**config.mk**
```make
export PLATFORM = sky130hd
export DESIGN_NAME = map_matrix_driver
export DESIGN_NICKNAME = d
export VERILOG_FILES = /design/src/rtl/map_matrix_driver.sv
export SDC_FILE = /design/constraint.sdc
export NUM_CORES = 1
export LEC_CHECK = 0
export ABC_AREA = 1
export ABC_CLOCK_PERIOD_IN_PS = 3000
export CAP_MARGIN = 0
export CORE_AREA = 2 2 402 404
export CTS_CLUSTER_DIAMETER = 40
export DETAILED_ROUTE_END_ITERATION = 8
export DIE_AREA = 0 0 404 406
export SYNTH_ARGS = -nofsm -noshare
export SYNTH_HDL_FRONTEND = slang
export SYNTH_SLANG_ARGS = --single-unit
```
**constraint.sdc**
```tcl
create_clock -name clock -period 3 [get_ports clock]
set_input_delay 0.9 -clock clock [delete_from_list [all_inputs] [get_ports clock]]
set_output_delay 0.9 -clock clock [all_outputs]
set_load 0.01 [all_outputs]
```
**src/rtl/map_matrix_driver.sv**
```systemverilog
// map_matrix_driver: streams snapshot map rows to a shift-register LED matrix chain.
// Each row is one 16-bit word, sent MSB first and closed by a latch pulse.
module map_matrix_driver #(
  parameter int ROWS = 16,
  parameter int CLK_DIV = 50,
  parameter int BLINK_FRAMES = 8
) (
  input  logic         clock,
  input  logic         reset_n,
  input  logic         enable,
  input  logic [511:0] map_obstacles_flat,
  input  logic [511:0] map_objectives_flat,
  input  logic [3:0]   player_position,
  input  logic         game_over,
  output logic         sr_data,
  output logic         sr_clock,
  output logic         sr_latch,
  output logic         busy,
  output logic         frame_done,
  output logic [3:0]   db_row
);
  localparam int DW = $clog2(CLK_DIV + 1);
  localparam int BW = $clog2(BLINK_FRAMES + 1);
  typedef enum logic [2:0] {IDLE, LOAD, SHIFT_LOW, SHIFT_HIGH, LATCH, DONE} state_t;
  state_t state, nxt;
  logic [DW-1:0] div;
  logic [BW-1:0] blink_cnt;
  logic blink_phase;
  logic [3:0] row, bit_idx;
  logic [63:0] snap_obs, snap_obj;
  logic [3:0] snap_ply;
  logic snap_go;
  logic timed, tick, last_row;
  logic [3:0] obs, obj, ply;
  logic [11:0] pix;
  logic [15:0] word;
  logic unused_map;
  // Only the 16 addressable rows can ever be displayed.
  assign unused_map = ^{map_obstacles_flat[511:64], map_objectives_flat[511:64]};
  always_comb begin
    timed = state == SHIFT_LOW || state == SHIFT_HIGH || state == LATCH;
    tick = div == DW'(CLK_DIV - 1);
    last_row = row == 4'(ROWS - 1);
    obs = snap_obs[{row, 2'b00} +: 4];
    obj = blink_phase ? 4'b0 : snap_obj[{row, 2'b00} +: 4];
    ply = row == 4'd0 ? snap_ply : 4'b0;
    pix = snap_go && blink_phase ? 12'hFFF : {obs, obj, ply};
    word = {row, pix};
  end
  always_ff @(posedge clock or negedge reset_n)
    if (!reset_n) state <= IDLE;
    else state <= nxt;
  always_comb begin
    nxt = state;
    case (state)
      IDLE:       nxt = enable ? LOAD : IDLE;
      LOAD:       nxt = SHIFT_LOW;
      SHIFT_LOW:  nxt = tick ? SHIFT_HIGH : SHIFT_LOW;
      SHIFT_HIGH: nxt = !tick ? SHIFT_HIGH : bit_idx == 4'd0 ? LATCH : SHIFT_LOW;
      LATCH:      nxt = !tick ? LATCH : last_row ? DONE : SHIFT_LOW;
      DONE:       nxt = enable ? LOAD : IDLE;
      default:    nxt = IDLE;
    endcase
  end
  always_ff @(posedge clock or negedge reset_n)
    if (!reset_n) begin
      div <= '0;
      row <= '0;
      bit_idx <= '0;
      snap_obs <= '0;
      snap_obj <= '0;
      snap_ply <= '0;
      snap_go <= 1'b0;
      blink_cnt <= '0;
      blink_phase <= 1'b0;
    end else begin
      div <= timed && !tick ? div + 1'b1 : '0;
      if (state == LOAD) begin
        snap_obs <= map_obstacles_flat[63:0];
        snap_obj <= map_objectives_flat[63:0];
        snap_ply <= player_position;
        snap_go <= game_over;
        row <= '0;
        bit_idx <= 4'd15;
      end
      if (state == SHIFT_HIGH && tick && bit_idx != 4'd0) bit_idx <= bit_idx - 1'b1;
      if (state == LATCH && tick) begin
        bit_idx <= 4'd15;
        if (!last_row) row <= row + 1'b1;
      end
      // Row returns to 0 so an idle block shows all-zero outputs.
      if (state == DONE) begin
        row <= '0;
        blink_cnt <= blink_cnt == BW'(BLINK_FRAMES - 1) ? '0 : blink_cnt + 1'b1;
        blink_phase <= blink_cnt == BW'(BLINK_FRAMES - 1) ? !blink_phase : blink_phase;
      end
    end
  always_comb begin
    busy = state != IDLE;
    sr_clock = state == SHIFT_HIGH;
    sr_latch = state == LATCH;
    frame_done = state == DONE;
    sr_data = (state == SHIFT_LOW || state == SHIFT_HIGH) && word[bit_idx];
    db_row = row;
  end
endmodule

```
==> results of run 1 <==
## through the flow
stage,setup TNS [ns],util [%],setup WS (ns),instances
after CTS,-0.532,7.82,-0.532,3261
after floorplan,0,-,0.467,1011
after detailed placement,-0.591,7.39,-0.591,3227
after global placement,-0.635,7.39,-0.635,3227
final,-0.471,7.95,-0.471,3269
after global routing,-0.637,7.95,-0.637,3266
## flip-flops by register name (all words and copies together), names as in the netlist, 3 cells and up
register / cells
bit_idx: 4
blink_cnt: 4
db_row: 4
div: 6
snap_obj: 64
snap_obs: 64
snap_ply: 4
state: 3
## cell usage in the layout, fill, tap and decap left out, types with 3 or more instances in the layout
master / synthesis / layout
nand3_1: 65 / 55
diode_2: 0 / 5
buf_6: 5 / 3
a21oi_2: 1 / 6
o211ai_1: 9 / 9
buf_4: 11 / 27
o21ai_0: 70 / 66
a21oi_1: 18 / 12
ha_1: 7 / 7
buf_12: 0 / 14
clkbuf_16: 0 / 21
nor3_1: 3 / 3
inv_8: 0 / 4
nor2_2: 2 / 4
clkinv_8: 0 / 7
dfrtp_1: 155 / 153
nand3_2: 0 / 10
xor2_1: 3 / 3
nand2_1: 444 / 441
o21ai_1: 6 / 10
nor2_1: 92 / 89
clkdlybuf4s50_1: 0 / 140
inv_1: 62 / 61
## repair_timing
| action | CTS | global route |
|---|---|---|
| pin swaps | 0 | 11 |
| cloned | 1 | 4 |
| setup endpoints to repair | 2 | 1 |
| buffers inserted | 1 | 1 |
| resized for setup | 14 | 34 |
| hold endpoints to repair | 0 | 0 |
## final cells by class
cell class / count / area, um2
inverters: 65 / 258
flip-flops and latches: 155 / 3880
clock inverters: 15 / 193
clock buffers: 17 / 425
fillers: 18661 / 147000
well taps: 2086 / 2610
diodes: 5 / 12.5
repair buffers: 190 / 2040
multi-input cells: 736 / 3270
## metal layers
layer | global-route usage (%) | vias to the layer above
li1 | - | 3483
met3 | 1.54 | 24
met2 | 4.35 | 289
met5 | 0 | -
met1 | 5.77 | 3346
met4 | 0.596 | 2
## kinds of logic after synthesis
family | share of synthesized area (%)
fa+ha+maj | 1.15
flops | 51.0
compound gates | 8.12
xor+xnor | 0.576
simple gates | 31.6
buf+inv | 7.51
## power by group
part / internal [mW] / total [mW] / leakage, nW / switching [mW]
sequential: 2.18 / 2.22 / 1.82 / 0.0422
combinational: 0.221 / 0.399 / 2.84 / 0.178
clock: 1.14 / 2.32 / 0.295 / 1.18
## final timing paths
path                                 to  slack, ns  cells past startpoint
setup / recovery                sr_data      -0.47                     14
hold / removal              snap_obs[2]       0.44                      1
setup reg to reg              db_row[1]       0.71                     11
hold reg to reg            snap_obs[12]       0.47                      2
max in group asynchronous  snap_obj[60]       1.88                      2
min in group clock         snap_obs[12]       0.47                      2
==> results.cfg, run 1 <==
[run_status]
status = complete, but fails checks
violations = negative setup slack

[critical_path]
crit_fanout = 7
cp_top_family = simple AND/OR/NAND/NOR gates
required_ns = 2.10
worstPathCellList = clkinv_8, buf_12, nand2_1, nand3_2, a21oi_2, nor2_2, nand2_1, nand3_2, nand2_8, nand2_2, nand2_1, nand2_1, a21oi_2, buf_6
crit_start = db_row[0]
cp.arrival_ns = 2.57
critical_path_class = register to output pin
max_stage_delay_ns = 0.60
path_buf_inv = 3
crit_path_end_kind = output pin
crit_slowest_cell = dfrtp_4
rr_startpoint = db_row[0]
crit_path_frequent_cell = nand2_1
start_kind = register

[routing]
wirelength_um = 30400
wl_met3_um = 2560
vias = 7144
drt_first_pass_iters = 5
wl_per_cell_um = 9.31
route.met2.wl_um = 10600
highest_layer = met5
drtAntennaViolNets = 0
drc = 0
drt_iter0_markers = 659
wirelength_met1_um = 17100
via_per_inst = 2.19

[power]
p_leak_nw = 4.95
power-per-cell-area_nw_per_um2 = 389
total_power_mw = 4.94
peakVddDrop_mv = 0.385

[clock_tree]
clk_pin_slew_ns = 0.09
clk_latency_ns = 0.46
clockRootBuffer = clkbuf_16
clock_path_buffers = 2
numCtsBuffers = 17
cts_sinks = 155
cts_tree = built
hold_buffers = 0
cts_max_level = 4

[global_route]
antenna_found_initial = 6
gr-total-overflow = 0
grt_max_degree = 102
grt_pass1_vias = 6798
grt_util_all_layers_pct = 3.64
grt_pass1_wl_um = 43600

[timing]
slew_violations = 0
period_minus_slack_ns = 3.47
fmax_mhz = 288
hold_viol = 0
maxSlewHeadroom_pct = 54.2
skew_ns = 0.0154
timing.final.crit_share_pct = 116
setup_viol = 1
rsz0062_at_grt = true
worst_slew_pin_slew_ns = 0.688
setup_ws_ns = -0.471
whs_ns = 0.440

[yosys]
synth.distinct_cells = 33
synth_top_area_share_pct = 51.0
synth_edf_count = 0
syn_area_per_cell_um2 = 7.52
postSynthCellCount = 1011
ys_ff_latch = 155
synth_top_area_cell = dfrtp_1
synth_flop_cell = dfrtp_1
synthesis.area_um2 = 7600
synth_area_leaders = dfrtp_1, nand2_1, o21ai_0, nor2_1, nand3_1
ys_warn_count = 0
ys_async_sr_fraction_pct = 100
synth_common_cells = nand2_1, dfrtp_1, nor2_1
ys_seq_area_share_pct = 51.0
syn-num-nets = 2050
yosysMostFrequentCell = nand2_1

[min_path]
hold_path.class = primary input to asynchronous set/reset pin

[floorplan]
die_h_um = 406
io_pins = 1041
dieArea_um2 = 164000
initial_core_util_pct = 4.76
fp-row-count = 147
fp.coreArea_um2 = 160000
die_w_um = 404

[place]
io_buffers = 144
gp_congestion = 0.760
dpl.hpwl_um = 22000
place_area_um2 = 11800

[finish]
nets = 2204
layout-drive-gt1-share_pct = 9.76
syn_to_final_growth_pct = 67.1
final_cell_area_um2 = 12700

[run]
drv_cap = 0
Power figures use the tool's default switching activity.
==> run 2, diff against run 1 <==
ABC_CLOCK_PERIOD_IN_PS = 3600   (was 3000)
clock period = 3.6 ns   (was 3 ns; I/O delays follow)
==> run 2 against run 1 <==
Net effect: the flow still finishes with violations (negative setup slack); hold slack better by 0.029 ns; sequential power fell by 17%; critical path depth unchanged; flip-flop and latch count stayed put; final area is 1.5% lower; power down 17%; largest power group unchanged; largest cell class unchanged; clock power is 17% lower; cell count shrank 0.40%; clock skew up 0.0034 ns; register-to-register slack better by 0.65 ns.
==> results.cfg, run 2 (same netlist as run 1, synthesis figures left out) <==
[run_status]
status = complete, but fails checks
violations = negative setup slack

[timing]
whs_ns = 0.469
period_minus_slack_ns = 3.66
fmax_mhz = 273
hold_viol = 0
worst_slew_pin_slew_ns = 0.896
rsz0062_at_grt = true
setup_viol = 1
slew_violations = 0
setup_ws_ns = -0.0601
skew_ns = 0.0188
timing.final.crit_share_pct = 102
maxSlewHeadroom_pct = 40.3

[critical_path]
crit_slowest_cell = dfrtp_4
crit_fanout = 7
r2r_setup_slack_ns = 1.36
max_stage_delay_ns = 0.59
crit_path_end_kind = output pin
start_kind = register
critical_path_class = register to output pin
cp_top_family = simple AND/OR/NAND/NOR gates
cp.arrival_ns = 2.58
path_buf_inv = 3
required_ns = 2.52
worstPathCellList = clkinv_8, buf_12, nand2_2, nand3_2, a21oi_2, nor2_1, nand2_1, nand3_2, nand2_4, nand2_2, nand2_1, nand2_1, a21oi_2, buf_6
crit_path_frequent_cell = nand2_1

[floorplan]
die_w_um = 404
fp-row-count = 147
io_pins = 1041
die_h_um = 406
initial_core_util_pct = 4.76
dieArea_um2 = 164000
fp.coreArea_um2 = 160000

[global_route]
grt_pass1_wl_um = 44200
grt_util_all_layers_pct = 3.68
grt_pass1_vias = 6952
antenna_found_initial = 6
gr-total-overflow = 0
grt_max_degree = 92

[finish]
reg_top3 = snap_obj (64), snap_obs (64), div (6)
nets = 2193
n_fill_cell = 18660
finalNonFillerCells = 3256
final_cell_area_um2 = 12500
final_cell_mix = nand2_1, dfrtp_1, clkdlybuf4s50_1
syn_to_final_growth_pct = 64.6
mostFrequentLayoutCell = nand2_1
layout-drive-gt1-share_pct = 8.91

[clock_tree]
clockRootBuffer = clkbuf_16
clk_latency_ns = 0.48
clk_pin_slew_ns = 0.08
numCtsBuffers = 17
clock_path_buffers = 2
cts_max_level = 4
cts_sinks = 155
hold_buffers = 0
cts_tree = built

[place]
pre_cts_slack_ns = -0.205
dpl.hpwl_um = 22000
place_area_um2 = 11700
placedCellCount = 3219
io_buffers = 144
gp_congestion = 0.761

[routing]
via_per_inst = 2.16
drc = 0
drtAntennaViolNets = 0
wirelength_um = 30100
vias = 7035
drt_iter0_markers = 611
drt_first_pass_iters = 5
wl_per_cell_um = 9.23

[power]
p_leak_nw = 4.86
peakVddDrop_mv = 0.344
total_power_mw = 4.10
power-per-cell-area_nw_per_um2 = 328

[min_path]
hold_path.class = primary input to asynchronous set/reset pin

[run]
drv_cap = 0
-- run 2: path summary, 6_finish.rpt --
check                                  from            to  depth (start not counted)
worst min register to register  snap_obs[5]   snap_obs[5]                          2
worst max-delay path              db_row[0]       sr_data                         14
max in group asynchronous           reset_n  snap_obj[37]                          2
worst max register to register    db_row[0]     db_row[1]                         11
worst min-delay path                reset_n   snap_obs[2]                          1
min in group clock              snap_obs[5]   snap_obs[5]                          2
-- run 2: cell type report --
class	instances	area (um2)	area share, %
clock buffer	17	425	3.40
multi-input combinational	736	3270	26.1
antenna	3	7.51	0.0600
clock inverter	15	186	1.49
inverter	65	258	2.06
sequential	155	3880	31.1
timing repair buffer	179	1870	14.9
tap	2086	2610	20.9
-- run 2: per-stage QoR --
stage	TNS, ns	utilization (%)
finish	-0.0601	7.83
global placement	-0.206	7.33
floorplan	0	-
CTS	-0.126	7.78
global route	-0.268	7.83
detailed placement	-0.205	7.33
-- run 2: report_power, final --
part | internal, mW | total [mW] | switching (mW) | leakage [nW]
sequential | 1.82 | 1.85 | 0.0353 | 1.82
clock | 0.946 | 1.92 | 0.978 | 0.290
combinational | 0.181 | 0.325 | 0.144 | 2.75
-- run 2: layer usage --
| layer | track usage [%] | wire (um) | vias up |
|---|---|---|---|
| li1 | - | - | 3453 |
| met2 | 4.43 | 10200 | 286 |
| met1 | 5.69 | 16500 | 3269 |
| met4 | 0.570 | 170 | 4 |
| met3 | 1.76 | 3200 | 23 |
| met5 | 0 | 22 | - |
-- run 2: what timing repair did --
item / 4_1_cts / 5_1_grt
cloned: 1 / 2
pin swaps: 2 / 15
endpoints found under the setup margin: 2 / 1
resized for setup: 23 / 19
buffers inserted: 1 / 1
-- run 2: worst reg2reg max path: stages (launching register included) --
cell     delay [ns]
dfrtp_4        0.60
buf_4          0.20
buf_4          0.17
ha_1           0.22
nand2_1        0.09
nor2_1         0.08
nor3_1         0.30
inv_1          0.08
nand2_1        0.09
inv_1          0.06
a22oi_1        0.15
nor2_1         0.08
==> run 3, diff against run 2 <==
ABC_CLOCK_PERIOD_IN_PS = 3800   (was 3600)
CTS_CLUSTER_SIZE = 25   (was default)
clock period = 3.8 ns   (was 3.6 ns; I/O delays follow)
==> run 3 against run 2 <==
Net effect: the flow now finishes without violations; die area unchanged; clock skew down 0.0043 ns; final area up 0.37%; combinational power down 3%; register-to-register slack better by 0.17 ns; flip-flop and latch count unchanged; first-iteration DRC count up 2.3%; sequential power down 5%; core utilization about the same; via count up 1.3%; sequential share of layout area down 0.11 points; hold slack worse by 0.0029 ns.
==> results.cfg, run 3 (same netlist as run 1, synthesis figures left out) <==
[power]
total_power_mw = 3.89
p_leak_nw = 4.87
peakVddDrop_mv = 0.314
power-per-cell-area_nw_per_um2 = 310

[timing]
skew_ns = 0.0145
maxSlewHeadroom_pct = 42.0
setup_tns_ns = 0
fmax_mhz = 265
timing.final.crit_share_pct = 99.3
setup_ws_ns = 0.0266
slew_violations = 0
whs_ns = 0.466
worst_slew_pin_slew_ns = 0.870
period_minus_slack_ns = 3.77
rsz0062_at_grt = true
hold_viol = 0
setup_viol = 0

[place]
pre_cts_slack_ns = -0.0933
place_area_um2 = 11700
gp_congestion = 0.758
io_buffers = 144
dpl.hpwl_um = 22200

[critical_path]
crit_slowest_cell = dfrtp_4
cp.arrival_ns = 2.63
path_buf_inv = 4
critical_path_class = register to output pin
crit_path_frequent_cell = nand2_2
cp_top_family = simple AND/OR/NAND/NOR gates
start_kind = register
worstPathCellList = clkinv_8, buf_12, nand2_4, nand3_2, a21oi_2, nor2_2, nand2_1, nand3_2, nand2_2, buf_12, nand2_4, nand2_2, nand2_2, a21oi_2, buf_6
crit_fanout = 8
required_ns = 2.66
max_stage_delay_ns = 0.60
crit_path_end_kind = output pin

[routing]
drt_first_pass_iters = 5
wl_per_cell_um = 9.36
drc = 0
drtAntennaViolNets = 0
vias = 7126
via_per_inst = 2.19
drt_iter0_markers = 625
wirelength_um = 30500

[global_route]
grt_pass1_vias = 6992
use_met1_pct = 5.86
grt_max_degree = 91
grt_pass1_wl_um = 44500
top_usage_layer = met1
antenna_found_initial = 6
grt_util_all_layers_pct = 3.70
gr-total-overflow = 0
grt_use_met2_pct = 4.43
grt_use_met3_pct = 1.57

[clock_tree]
clk_latency_ns = 0.46
clk_pin_slew_ns = 0.08
cts_tree = built
cts_sinks = 155
numCtsBuffers = 17
hold_buffers = 0
clock_path_buffers = 2
cts_max_level = 4
clockRootBuffer = clkbuf_16

[finish]
mostFrequentLayoutCell = nand2_1
nets = 2195
final_cell_area_um2 = 12600
n_fill_cell = 18706
final_cell_mix = nand2_1, dfrtp_1, clkdlybuf4s50_1
layout-drive-gt1-share_pct = 9.24
syn_to_final_growth_pct = 65.2
reg_top3 = snap_obj (64), snap_obs (64), div (6)

[floorplan]
die_w_um = 404
dieArea_um2 = 164000
fp.coreArea_um2 = 160000
die_h_um = 406
initial_core_util_pct = 4.76
io_pins = 1041
fp-row-count = 147

[run]
drv_cap = 0

[run_status]
status = finished clean

[min_path]
hold_path.class = register to register
run 3: cell count changes in the layout (fill, tap and decap cells not counted), moves of 2 or more:
| cell | change |
|---|---|
| a21oi_1 | -2 |
| a21oi_2 | +2 |
| diode_2 | +2 |
| inv_8 | -2 |
| nand2_1 | -3 |
| nand2_4 | +2 |
| nand3_1 | +4 |
| nand3_2 | -4 |
| o21ai_1 | -2 |
run 3: power breakdown:
group	total, mW	leakage, nW	switching [mW]	internal (mW)
registers	1.75	1.82	0.0339	1.72
logic	0.314	2.76	0.141	0.173
clock network	1.82	0.294	0.922	0.899
total	3.89	4.87	1.10	2.79
run 3: path summary, 6_finish.rpt:
path,start,to,slack [ns],depth (start not counted)
max in group asynchronous,reset_n,snap_obj[59],2.42,2
hold / removal,snap_obs[11],snap_obs[11],0.47,2
min in group asynchronous,reset_n,snap_obs[14],0.57,1
hold reg to reg,snap_obs[11],snap_obs[11],0.47,2
setup reg to reg,bit_idx[0],bit_idx[2],1.53,9
setup / recovery,db_row[0],sr_data,0.03,15
run 3: stage by stage:
step | instances | utilization (%)
floorplan | 1011 | -
global placement | 3218 | 7.32
detailed placement | 3218 | 7.32
CTS | 3252 | 7.75
global route | 3255 | 7.86
finish | 3260 | 7.86
run 3: what timing repair did:
| item | CTS | global route |
|---|---|---|
| buffers inserted | 1 | 2 |
| gates resized for setup | 15 | 29 |
| endpoints found under the setup margin | 1 | 1 |
| cloned | 1 | 2 |
| pin swaps | 1 | 14 |
run 3: per-layer routing:
layer / vias to the layer above / part of all wire, %
li1: 3466 / -
met1: 3324 / 54
met2: 311 / 35
met3: 21 / 10
met4: 4 / 0.62
met5: - / 0.082
run 3: cell type report:
class / count / area [um2] / area share, %
antenna: 5 / 12.5 / 0.0997
clock inverter: 15 / 190 / 1.51
sequential: 155 / 3880 / 30.9
multi-input combinational: 736 / 3280 / 26.1
tap: 2086 / 2610 / 20.8
inverter: 65 / 258 / 2.05
timing repair buffer: 181 / 1900 / 15.1
clock buffer: 17 / 425 / 3.39
run 3: worst min-delay path, stage by stage, from the launching register on:
cell	delay, ns
dfrtp_1	0.34
nand2_1	0.05
nand2_1	0.04
